[src/rtl/ex_issue_stage.sv]
// Execute-issue pipeline register: holds one decoded instruction, forwards
// MEM/WB results into its operands and presents ALU inputs downstream.
module ex_issue_stage #(
  parameter int DATA_WIDTH = 32
) (
  input  logic                  clk_i,
  input  logic                  rst_ni,
  input  logic                  in_valid_i,
  output logic                  in_ready_o,
  input  logic [DATA_WIDTH-1:0] pc_i,
  input  logic [DATA_WIDTH-1:0] rs1_data_i,
  input  logic [DATA_WIDTH-1:0] rs2_data_i,
  input  logic [DATA_WIDTH-1:0] imm_i,
  input  logic [4:0]            rs1_addr_i,
  input  logic [4:0]            rs2_addr_i,
  input  logic [4:0]            rd_addr_i,
  input  logic [3:0]            alu_ctrl_i,
  input  logic                  op1_sel_i,
  input  logic                  op2_sel_i,
  input  logic                  reg_write_i,
  input  logic                  flush_i,
  input  logic                  out_ready_i,
  input  logic                  mem_reg_write_i,
  input  logic [4:0]            mem_rd_addr_i,
  input  logic [DATA_WIDTH-1:0] mem_result_i,
  input  logic                  wb_reg_write_i,
  input  logic [4:0]            wb_rd_addr_i,
  input  logic [DATA_WIDTH-1:0] wb_result_i,
  output logic                  out_valid_o,
  output logic [3:0]            ALUCtrl_o,
  output logic [DATA_WIDTH-1:0] ALUop1_o,
  output logic [DATA_WIDTH-1:0] ALUop2_o,
  output logic [DATA_WIDTH-1:0] store_data_o,
  output logic [4:0]            rd_addr_o,
  output logic                  reg_write_o
);

  logic                  vld_q, vld_d;
  logic [DATA_WIDTH-1:0] pc_q, pc_d, rs1_q, rs1_d, rs2_q, rs2_d, imm_q, imm_d;
  logic [4:0]            rs1a_q, rs1a_d, rs2a_q, rs2a_d, rda_q, rda_d;
  logic [3:0]            alu_q, alu_d;
  logic                  s1_q, s1_d, s2_q, s2_d, rw_q, rw_d;
  logic                  load;
  logic                  wb_hit1, wb_hit2;
  logic [DATA_WIDTH-1:0] fwd1, fwd2;

  assign in_ready_o = flush_i | ~vld_q | out_ready_i;
  assign load       = in_valid_i & in_ready_o & ~flush_i;

  assign wb_hit1 = wb_reg_write_i && (wb_rd_addr_i != 5'd0) && (wb_rd_addr_i == rs1a_q);
  assign wb_hit2 = wb_reg_write_i && (wb_rd_addr_i != 5'd0) && (wb_rd_addr_i == rs2a_q);

  always_comb begin
    vld_d  = vld_q;
    pc_d   = pc_q;
    rs1_d  = rs1_q;
    rs2_d  = rs2_q;
    imm_d  = imm_q;
    rs1a_d = rs1a_q;
    rs2a_d = rs2a_q;
    rda_d  = rda_q;
    alu_d  = alu_q;
    s1_d   = s1_q;
    s2_d   = s2_q;
    rw_d   = rw_q;
    if (flush_i) begin
      vld_d = 1'b0;
    end else if (load) begin
      vld_d  = 1'b1;
      pc_d   = pc_i;
      rs1_d  = rs1_data_i;
      rs2_d  = rs2_data_i;
      imm_d  = imm_i;
      rs1a_d = rs1_addr_i;
      rs2a_d = rs2_addr_i;
      rda_d  = rd_addr_i;
      alu_d  = alu_ctrl_i;
      s1_d   = op1_sel_i;
      s2_d   = op2_sel_i;
      rw_d   = reg_write_i;
    end else if (out_ready_i) begin
      vld_d = 1'b0;
    end else if (vld_q) begin
      // Stalled: absorb WB writes now, since WB will have retired before we issue.
      if (wb_hit1) rs1_d = wb_result_i;
      if (wb_hit2) rs2_d = wb_result_i;
    end
  end

  always_ff @(posedge clk_i or negedge rst_ni) begin
    if (!rst_ni) begin
      vld_q  <= 1'b0;
      pc_q   <= '0;
      rs1_q  <= '0;
      rs2_q  <= '0;
      imm_q  <= '0;
      rs1a_q <= '0;
      rs2a_q <= '0;
      rda_q  <= '0;
      alu_q  <= '0;
      s1_q   <= 1'b0;
      s2_q   <= 1'b0;
      rw_q   <= 1'b0;
    end else begin
      vld_q  <= vld_d;
      pc_q   <= pc_d;
      rs1_q  <= rs1_d;
      rs2_q  <= rs2_d;
      imm_q  <= imm_d;
      rs1a_q <= rs1a_d;
      rs2a_q <= rs2a_d;
      rda_q  <= rda_d;
      alu_q  <= alu_d;
      s1_q   <= s1_d;
      s2_q   <= s2_d;
      rw_q   <= rw_d;
    end
  end

  // MEM is younger than WB, so it wins; x0 never forwards.
  always_comb begin
    if (mem_reg_write_i && (mem_rd_addr_i != 5'd0) && (mem_rd_addr_i == rs1a_q)) fwd1 = mem_result_i;
    else if (wb_hit1) fwd1 = wb_result_i;
    else              fwd1 = rs1_q;
    if (mem_reg_write_i && (mem_rd_addr_i != 5'd0) && (mem_rd_addr_i == rs2a_q)) fwd2 = mem_result_i;
    else if (wb_hit2) fwd2 = wb_result_i;
    else              fwd2 = rs2_q;
  end

  assign out_valid_o  = vld_q;
  assign ALUCtrl_o    = alu_q;
  assign rd_addr_o    = rda_q;
  assign reg_write_o  = rw_q & vld_q;
  assign ALUop1_o     = s1_q ? pc_q : fwd1;
  assign ALUop2_o     = s2_q ? imm_q : fwd2;
  assign store_data_o = fwd2;

endmodule

[config.mk]
export PLATFORM = sky130hd
export DESIGN_NAME = ex_issue_stage
export DESIGN_NICKNAME = d
export VERILOG_FILES = /design/src/rtl/ex_issue_stage.sv
export SDC_FILE = /design/constraint.sdc
export NUM_CORES = 1
export LEC_CHECK = 0
export BUFFER_PORTS_ARGS = -buffer_cell sky130_fd_sc_hd__buf_2
export CAP_MARGIN = 5
export CORE_UTILIZATION = 46
export CTS_BUF_LIST = sky130_fd_sc_hd__clkbuf_4 sky130_fd_sc_hd__clkbuf_8 sky130_fd_sc_hd__clkbuf_16
export DETAILED_ROUTE_END_ITERATION = 8
export HOLD_SLACK_MARGIN = 0.08
export PLACE_DENSITY = 0.78
export SYNTH_ARGS = -nofsm -noshare
export SYNTH_HDL_FRONTEND = slang
export SYNTH_SLANG_ARGS = --single-unit
[constraint.sdc]
create_clock -name clk_i -period 3.8 [get_ports clk_i]
set_input_delay 1.14 -clock clk_i [delete_from_list [all_inputs] [get_ports clk_i]]
set_output_delay 1.14 -clock clk_i [all_outputs]
set_load 0.03 [all_outputs]
Word-level counts from Yosys, hierarchy flattened
Index checks and enable logic that the tools add are counted.
{"block": "word_totals", "in_bits": 231, "ff_bits": 151, "wordCells": 51, "out_inout_bits": 108}
{"block": "op_classes", "bitwise_logic": 7, "muxes": 15, "n_eq_ne": 5, "reduce_logical": 12}
{"op": "$mux 32", "n": 12}
{"op": "$eq 5x5->1", "n": 4}
{"op": "$reduce_bool 5->1", "n": 2}
{"op": "$logic_and 1x1->1", "n": 6}
{"op": "$and 1x1->1", "n": 3}
{"op": "$mux 1", "n": 3}
{"op": "$reduce_and 3->1", "n": 1}
{"op": "$reduce_bool 3->1", "n": 1}
{"op": "$ne 2x1->1 const B", "n": 1}
{"op": "$not 1->1", "n": 2}
{"op": "$or 1x1->1", "n": 2}
{"op": "$reduce_and 2->1", "n": 1}
{"op": "$reduce_bool 2->1", "n": 1}

Logic depth before layout (Yosys ltp)
Gate-level depths: netlist (run 1).
{"block": "logic_depth", "depth_word": 7, "depth_mapped": 8, "depth_no_buf": 5}

Least setup slack after synthesis (run 1)
OpenSTA, ideal clock, no wires.
{"block": "synth_path", "path_type": "in2out", "from": "input wb_rd_addr_i[0]", "to": "output ALUop1_o[31]", "required_ns": 2.660, "path_buffers": 2, "arrival_ns": 3.186, "stages": 7, "setup_slack_ns": -0.526, "path_cell_list": "or4_4 o21a_1 buf_2 buf_6 a31oi_1 a211oi_1 o31ai_1"}
{"block": "synth_between", "elab_chain_cells": 6, "word_cells_on_any_way": 7, "classes_between": "eq/ne (1); mux (3); reduce/logical (3)"}
{"element": "from (decl)", "line_no": "27", "rtl": "input logic [4:0] wb_rd_addr_i,"}
{"element": "$reduce_bool 5->1", "line_no": "50", "rtl": "assign wb_hit1 = wb_reg_write_i && (wb_rd_addr_i != 5'd0) && (wb_rd_addr_i == rs1a_q);"}
{"element": "$logic_and 1x1->1", "line_no": "50"}
{"element": "$logic_and 1x1->1 *", "line_no": "50"}
{"element": "$mux 32 *"}
{"element": "$mux 32 *", "line_no": "122", "rtl": "if (mem_reg_write_i && (mem_rd_addr_i != 5'd0) && (mem_rd_addr_i == rs1a_q)) fwd1 = mem_result_i;"}
{"element": "$mux 32 *", "line_no": "134", "rtl": "assign ALUop1_o = s1_q ? pc_q : fwd1;"}
{"element": "to (decl)", "line_no": "31", "rtl": "output logic [DATA_WIDTH-1:0] ALUop1_o,"}
Every way passes the cells marked *; elsewhere a longest branch is shown, timed or not.

Worst setup path in the final report (run 1)
{"block": "layout_path", "from": "input wb_rd_addr_i[3]", "to": "output ALUop2_o[2]"}
{"block": "layout_between", "elab_chain_cells": 6, "word_cells_on_any_way": 7, "classes_between": "eq/ne (1); mux (3); reduce/logical (3)"}
{"element": "$reduce_bool 5->1", "line_no": "51", "rtl": "assign wb_hit2 = wb_reg_write_i && (wb_rd_addr_i != 5'd0) && (wb_rd_addr_i == rs2a_q);"}
{"element": "$logic_and 1x1->1", "line_no": "51"}
{"element": "$logic_and 1x1->1 *", "line_no": "51"}
{"element": "$mux 32 *"}
{"element": "$mux 32 *", "line_no": "125", "rtl": "if (mem_reg_write_i && (mem_rd_addr_i != 5'd0) && (mem_rd_addr_i == rs2a_q)) fwd2 = mem_result_i;"}
{"element": "$mux 32 *", "line_no": "135", "rtl": "assign ALUop2_o = s2_q ? imm_q : fwd2;"}
{"element": "to (decl)", "line_no": "32", "rtl": "output logic [DATA_WIDTH-1:0] ALUop2_o,"}
Marked as above.

==> out/qor.txt, run 1 <==
Clock Latency Late Sink - 0.44 ns
Non-filler cells, final - 1839
Register Area - 3780 sq um
GRT Total Usage - 38.7%
Post-synth EDFFs - 0
Period utilization - 111%
Total placed cells including tap cells - 1738
Final instance area - 16200 sq um
Post-route DRC - 0
Crit Reg-Reg Startpoint - rs1a_q[3]
Power Total - 7360 uW
Final worst slack - -0.437 ns
Status - complete, but fails checks
CP delay by family, top - simple AND/OR/NAND/NOR gates
TritonCTS clock tree - built
Mapped cell area - 9480 sq um
Largest net degree at the start of global routing - 84
Hold/Removal Path Class - register to register
Clk root buf - clkbuf_16
Antenna viol nets, final - 0
Die width - 146 um
#FFs+latches synth - 151
Warnings, synthesis - 0
Number of global-route vias before repair - 11074
Violated checks - negative setup slack
Initial antenna violation count - 13
Netlist cell types - 45
Hold Path Depth - 2
Pwr dens - 455 nW/um^2
Slowest cell on crit path - or4_4
Fraction of registers with async set/reset - 100%
Worst slew pin tran - 0.663 ns
Chip Height - 146 um
CTS Buffer Depth - 2
Gr ovfl total - 0
Worst Setup Path Type - primary input to primary output
CTS clk-pin slew, worst paths - 0.07 ns
Die ar. - 21200 sq um
Initial Util - 46.8%
CP bufs+invs - 4
Placed cell area - 13400 sq um
Hold Vio Cnt, Final - 0
CP startpoint kind - primary input
FF-to-FF End - rs1_q[15]
R2R Setup Slk - 1.40 ns
Crit path max fanout - 8
Worst vdd ir - 0.000332 V
RSZ-0062 raised after global routing - yes
Crit path required time - 2.66 ns
CP max stage delay - 0.57 ns
Max cap viols - 0
Filler cells - 1183
Vias - 11564
Wire length per cell - 24.1 um
# H-tree levels - 4
Clock Skew - 0.0114 ns
Max Freq - 236 MHz
Element type at the critical path end - primary output
Core area - 20200 sq um
HP Start - rw_q
Post-synthesis average cell area - 8.31 sq um
HPWL after DPL - 27100 um
Post-CTS Hold Fix Bufs - 0
CTS sink cnt - 151
Net Count, Synth - 1372
Worst Reg2Reg Path Length in Cells - 11
Layout area overhead - 70.7%
Synthesized instance count - 1141
I/O pin cnt - 339
Post-layout min period - 4.24 ns
GPL Wtd Cong - 0.983
Cts bufs inserted - 17
PortBufs - 338
Vias per std cell - 6.29
Rel. slew slack - 55.8%
DRT iter0 DRCs - 1232
Drt total wl - 44300 um
Arrival time worst endpoint - 3.10 ns
Hold EP - rw_q
DR pass1 iterations - 5
Register area share after synthesis - 39.9%
P_leak - 0.00725 uW
Max Slew Vio Count - 0
Row count - 52
Share of cells above drive strength 1 - 49.5%
Synth Flop Type - dfrtp_1
Worst path cell trace - buf_6 -> or4_4 -> o21ai_4 -> buf_12 -> clkbuf_16 -> or4_4 -> a31oi_4 -> mux2_4 -> buf_6
Global-route wire length before repair - 63400 um
Final setup fails - 96
Multi-input logic area - 7100 sq um
Nets - 1773
## per-stage QoR
stage | utilization [%] | hold WS [ns] | setup TNS [ns] | setup WS [ns]
6_report | 80.0 | 0.476 | -29.11 | -0.437
5_1_grt | 80.0 | 0.490 | -31.67 | -0.507
4_1_cts | 76.4 | 0.480 | -25.79 | -0.399
3_5_place_dp | 66.2 | 0.462 | -32.55 | -0.465
3_3_place_gp | 66.2 | 0.452 | -32.44 | -0.452
2_1_floorplan | - | 0.438 | -10.59 | -0.256
## registers in the layout (all words and copies together), names as in the netlist
name         cells
rs1a_q           5
pc_q            32
out_valid_o      1
rs2_q           32
rs2a_q           5
s2_q             1
ALUCtrl_o        4
rw_q             1
imm_q           32
rs1_q           32
rd_addr_o        5
s1_q             1
## layout make-up
cell class / count / area share (%)
multi-input combinational: 839 / 43.9
clock inverter: 15 / 0.982
clock buffer: 17 / 2.63
sequential: 151 / 23.4
tap: 270 / 2.09
antenna: 14 / 0.216
inverter: 42 / 0.974
timing repair buffer: 491 / 25.9
## layout by cell type (no fill, tap or decap), types with 33 or more instances in the layout
cell	n
a31oi_4	38
buf_2	240
buf_4	76
buf_6	129
dfrtp_1	149
inv_1	41
nand2_1	319
o21ai_0	58
o31ai_4	58
or4_4	33
## metal layers
layer,vias up,share of wire [%],track usage [%]
li1,4900,-,-
met2,936,46,59.2
met1,5518,38,53.1
met3,210,9.5,6.33
met4,0,6.2,19.8
met5,-,0,0
## power by group
part	leakage [uW]	switching, uW	total (uW)	internal, uW
Combinational	0.00517	1880	3490	1600
Clock	0.000282	817	1750	929
Sequential	0.00179	270	2130	1860
## worst max path at each step
stage,startpoint,end,slack [ns],cells past startpoint
after floorplan,wb_rd_addr_i[3],ALUop2_o[11],-0.26,7
after global routing,mem_rd_addr_i[3],ALUop2_o[28],-0.51,10
after detailed placement,wb_rd_addr_i[3],ALUop2_o[21],-0.46,8
after global placement,wb_rd_addr_i[3],ALUop2_o[10],-0.45,8
after CTS,mem_rd_addr_i[2],ALUop2_o[0],-0.40,9
final,wb_rd_addr_i[3],ALUop2_o[2],-0.44,9
## tightest hold or removal path, stage by stage, from the launching register on
cell and delay, ns:
dfrtp_1 0.34, nand2_1 0.05, nand2_1 0.06
## synthesized netlist by cell type (15+ instances only)
cell type    n  share of area [%]
nand2_1    320                 13
dfrtp_1    151                 40
clkbuf_1    78                3.1
o21ai_0     58                3.1
a221oi_1    46                4.3
o31ai_1     45                3.6
inv_1       42                1.7
a31oi_1     36                2.4
nor2_1      35                1.4
nor3_1      33                1.7
or4_1       32                2.5
mux2_2      31                3.7
a31oi_2     30                4.0
or3_1       29                1.9
and3_1      25                1.6
o21ai_1     22                1.2
o31ai_2     19                2.5
a211oi_1    16                1.3
xnor2_1     15                1.4
## timing repair
item / 4_1_cts / 5_1_grt
setup endpoints to repair: 96 / 96
cloned: 8 / 5
gates resized for setup: 273 / 94
pin swaps: 29 / 64
setup buffers: 19 / 27
## kinds of logic after synthesis
kind of cell / after synthesis / share of synthesized area (%)
flops: 151 / 39.9
mux: 34 / 4.01
buf+inv: 151 / 7.00
compound gates: 298 / 24.3
xor+xnor: 20 / 1.85
simple gates: 487 / 23.0
No activity file was read; power rests on OpenSTA's default activity.
==> inputs of run 2 (changes only) <==
--- a/config.mk
+++ b/config.mk
@@ -5,13 +5,15 @@
 export SDC_FILE = /design/constraint.sdc
 export NUM_CORES = 1
 export LEC_CHECK = 0
+export ABC_AREA = 1
 export BUFFER_PORTS_ARGS = -buffer_cell sky130_fd_sc_hd__buf_2
 export CAP_MARGIN = 5
-export CORE_UTILIZATION = 46
+export CORE_UTILIZATION = 47
 export CTS_BUF_LIST = sky130_fd_sc_hd__clkbuf_4 sky130_fd_sc_hd__clkbuf_8 sky130_fd_sc_hd__clkbuf_16
 export DETAILED_ROUTE_END_ITERATION = 8
 export HOLD_SLACK_MARGIN = 0.08
-export PLACE_DENSITY = 0.78
+export PLACE_DENSITY = 0.79
+export SKIP_CTS_REPAIR_TIMING = 1
 export SYNTH_ARGS = -nofsm -noshare
 export SYNTH_HDL_FRONTEND = slang
 export SYNTH_SLANG_ARGS = --single-unit
==> run 2 against run 1 <==
Against the previous run: the run now ends clean; first-iteration DRC count fell by 11%; clock skew grew 0.0017 ns; routed wire length decreased by 18%; via count fell by 2.4%; cell count is 15% higher; clock-buffer cell count rose by 2; worst setup slack gained 0.49 ns; flip-flop and latch count stayed put; largest power group unchanged; sequential share of layout area increased by 5.9 points.
==> out/qor.txt, run 2 <==
Status - finished, final reports clean (was complete, but fails checks)
Netlist cell types - 25 (was 45)
Final TNS setup - 0 ns (was -29.11 ns)
Max cap viols - 0 (unchanged)
#FFs+latches synth - 151 (unchanged)
Mux contribution to synthesized area - 0% (was 4.01%)
Row count - 52 (unchanged)
Initial antenna violation count - 6 (was 13)
Fraction of registers with async set/reset - 100% (unchanged)
Hold Path Depth - 2 (unchanged)
Layout area overhead - 30.3% (was 70.7%)
Adder-Cell Fraction of Synth Area - 0% (unchanged)
Hold Vio Cnt, Final - 0 (unchanged)
DRT iter0 DRCs - 1093 (was 1232)
Share of cells above drive strength 1 - 28.0% (was 49.5%)
Number of global-route vias before repair - 10677 (was 11074)
Mapped cell area - 9900 sq um (was 9480 sq um)
Worst slack, placed - -0.0444 ns (was -0.465 ns)
RSZ-0062 raised after global routing - yes (unchanged)
Synth Area in Compound Gates - 0.695% (was 24.3%)
CP startpoint kind - primary input (unchanged)
Filler cells - 1875 (was 1183)
Final Core Density - 63.2% (was 80.0%)
Largest net degree at the start of global routing - 85 (was 84)
Vias - 11285 (was 11564)
FF-to-FF End - rs1_q[20] (was rs1_q[15])
Drt total wl - 36100 um (was 44300 um)
R2R Setup Slk - 1.76 ns (was 1.40 ns)
CTS clk-pin slew, worst paths - 0.07 ns (about the same)
Synthesized instance count - 1521 (was 1141)
Crit path required time - 2.66 ns (about the same)
GRT Total Usage - 32.8% (was 38.7%)
CTS sink cnt - 151 (unchanged)
Commonest cells post-synth - nand2_1 (676), nand3_1 (268), dfrtp_1 (151), nor2_1 (109), inv_1 (82) (was nand2_1 (320), dfrtp_1 (151), clkbuf_1 (78), o21ai_0 (58), a221oi_1 (46))
Nets - 2061 (was 1773)
GPL Wtd Cong - 0.987 (was 0.983)
WHS - 0.475 ns (was 0.476 ns)
Pwr dens - 527 nW/um^2 (was 455 nW/um^2)
Cts bufs inserted - 17 (unchanged)
Clock Skew - 0.0131 ns (was 0.0114 ns)
Max Freq - 267 MHz (was 236 MHz)
CTS Buffer Depth - 2 (unchanged)
Crit Reg-Reg Startpoint - out_valid_o (was rs1a_q[3])
Clock Latency Late Sink - 0.43 ns (was 0.44 ns)
# H-tree levels - 4 (unchanged)
P_leak - 0.00774 uW (was 0.00725 uW)
Global-route wire length before repair - 55200 um (was 63400 um)
Post-Synth Simple-Gate Area - 51.5% (was 23.0%)
Post-route DRC - 0 (unchanged)
Synth Flop Type - dfrtp_1 (unchanged)
Worst vdd ir - 0.000290 V (was 0.000332 V)
DR pass1 iterations - 7 (was 5)
Crit. Startpoint - wb_rd_addr_i[3] (unchanged)
Post-Synth XOR/XNOR Area - 1.59% (was 1.85%)
Hold/Removal Path Class - register to register (unchanged)
Total placed cells including tap cells - 2074 (was 1738)
I/O pin cnt - 339 (unchanged)
Core area - 20400 sq um (was 20200 sq um)
Final worst slack - 0.0503 ns (was -0.437 ns)
Worst Reg2Reg Path Length in Cells - 9 (was 11)
Chip Height - 147 um (was 146 um)
Hold EP - ALUCtrl_o[1] (was rw_q)
HP Start - ALUCtrl_o[1] (was rw_q)
Register area share after synthesis - 38.2% (was 39.9%)
HPWL after DPL - 25700 um (was 27100 um)
Final setup fails - 0 (was 96)
Die width - 147 um (was 146 um)
Worst Setup Path Type - primary input to primary output (unchanged)
Commonest non-fill, non-tap cells in the layout - nand2_1 (670), buf_2 (298), nand3_1 (259) (was nand2_1 (319), buf_2 (240), dfrtp_1 (149))
Post-synthesis average cell area - 6.51 sq um (was 8.31 sq um)
Antenna viol nets, final - 0 (unchanged)
Non-filler cells, final - 2117 (was 1839)
Yosys top cell by area - dfrtp_1 (unchanged)
Synth top area cells - dfrtp_1 (38%), nand2_1 (26%), nand3_1 (14%) (was dfrtp_1 (40%), nand2_1 (13%), a221oi_1 (4.3%))
Post-layout min period - 3.75 ns (was 4.24 ns)
Crit path max fanout - 10 (was 8)
Clk root buf - clkbuf_16 (unchanged)
Warnings, synthesis - 0 (unchanged)
Die ar. - 21700 sq um (was 21200 sq um)
PortBufs - 338 (unchanged)
Commonest non-fill, non-tap cell in the layout - nand2_1 (unchanged)
Main combinational cell family by area after synthesis - simple AND/OR/NAND/NOR gates (was compound AO/OA/AOI/OAI gates)
Rel. slew slack - 42.6% (was 55.8%)
Element type at the critical path end - primary output (unchanged)
Period utilization - 98.7% (was 111%)
Most common cell in the netlist - nand2_1 (unchanged)
Post-synth EDFFs - 0 (unchanged)
Gr ovfl total - 0 (unchanged)
Net Count, Synth - 1752 (was 1372)
Worst slew pin tran - 0.861 ns (was 0.663 ns)
Wire length per cell - 17.1 um (was 24.1 um)
Arrival time worst endpoint - 2.61 ns (was 3.10 ns)
TritonCTS clock tree - built (unchanged)
Max Slew Vio Count - 0 (unchanged)
Vias per std cell - 5.33 (was 6.29)
Yosys top cell area share - 38.2% (was 39.9%)
Initial Util - 48.5% (was 46.8%)
-- run 2: changes by cell type after synthesis, moves of 31 or more --
cell / previous run / this run
nand2_1: 320 / 676
clkbuf_1: 78 / 39
o31ai_1: 45 / 0
o21ai_0: 58 / 12
a31oi_1: 36 / 0
nand3_1: 0 / 268
nor2_1: 35 / 109
inv_1: 42 / 82
nor3_1: 33 / 0
mux2_2: 31 / 0
a221oi_1: 46 / 0
or4_1: 32 / 0
and2_1: 1 / 32
-- run 2: stage by stage --
step / cell area [sq um] / power [uW]
2_1_floorplan: 9900 / 4080
3_3_place_gp: 12000 / 4960
3_5_place_dp: 12000 / 5010
4_1_cts: 12500 / 6650
5_1_grt: 12900 / 7160
6_report: 12900 / 6800
-- run 2: cell families (layout without fill, tap and decap cells) --
kind of cell	Yosys count	count (layout)
compound gates	13	13
buf+inv	179	501
simple gates	1160	1160
flops	151	151
other cells	0	4
xor+xnor	18	18
-- run 2: how the worst max path moves through the flow --
stage                  endpoint  slack [ns]  cells after the start
2_1_floorplan  store_data_o[10]        0.42                      6
4_1_cts            ALUop1_o[23]       -0.04                     11
5_1_grt            ALUop2_o[25]       -0.04                     14
3_3_place_gp       ALUop1_o[30]        0.02                     11
6_report       store_data_o[12]        0.05                     13
3_5_place_dp       ALUop1_o[23]       -0.04                     11
-- run 2: cell type report --
class	count	area (sq um)	share of cell area, %
Antenna cell	4	10.0	0.0775
Clock buffer	19	447	3.46
Clock inverter	13	111	0.863
Inverter	84	318	2.46
Multi-Input combinational cell	1191	5460	42.3
Sequential cell	151	3780	29.3
Tap cell	270	338	2.62
Timing Repair Buffer	385	2440	18.9
-- run 2: routing by layer --
metal  up-vias  share of wire [%]  GRT usage [%]
li1       5350                  -              -
met1      5210                 41           43.7
met2       622                 46           50.9
met3        99                8.9           6.93
met4         4                3.3           15.4
met5         -              0.061              0
-- run 2: worst max-delay path, cell delays in order --
cell and delay, ns:
buf_2 0.12, inv_1 0.07, nand2_1 0.05, nand2_1 0.07
nand3_2 0.10, nor2_4 0.14, buf_12 0.15, nand2_8 0.09
clkbuf_16 0.20, nand2_2 0.08, nand3_2 0.07, and2_1 0.15
buf_2 0.18
-- run 2: report_power, final --
group          total, uW  switching, uW  internal (uW)  leakage, uW
Combinational       3020           1990           1020      0.00559
Clock               1630            755            879     0.000263
Sequential          2150            216           1940      0.00189
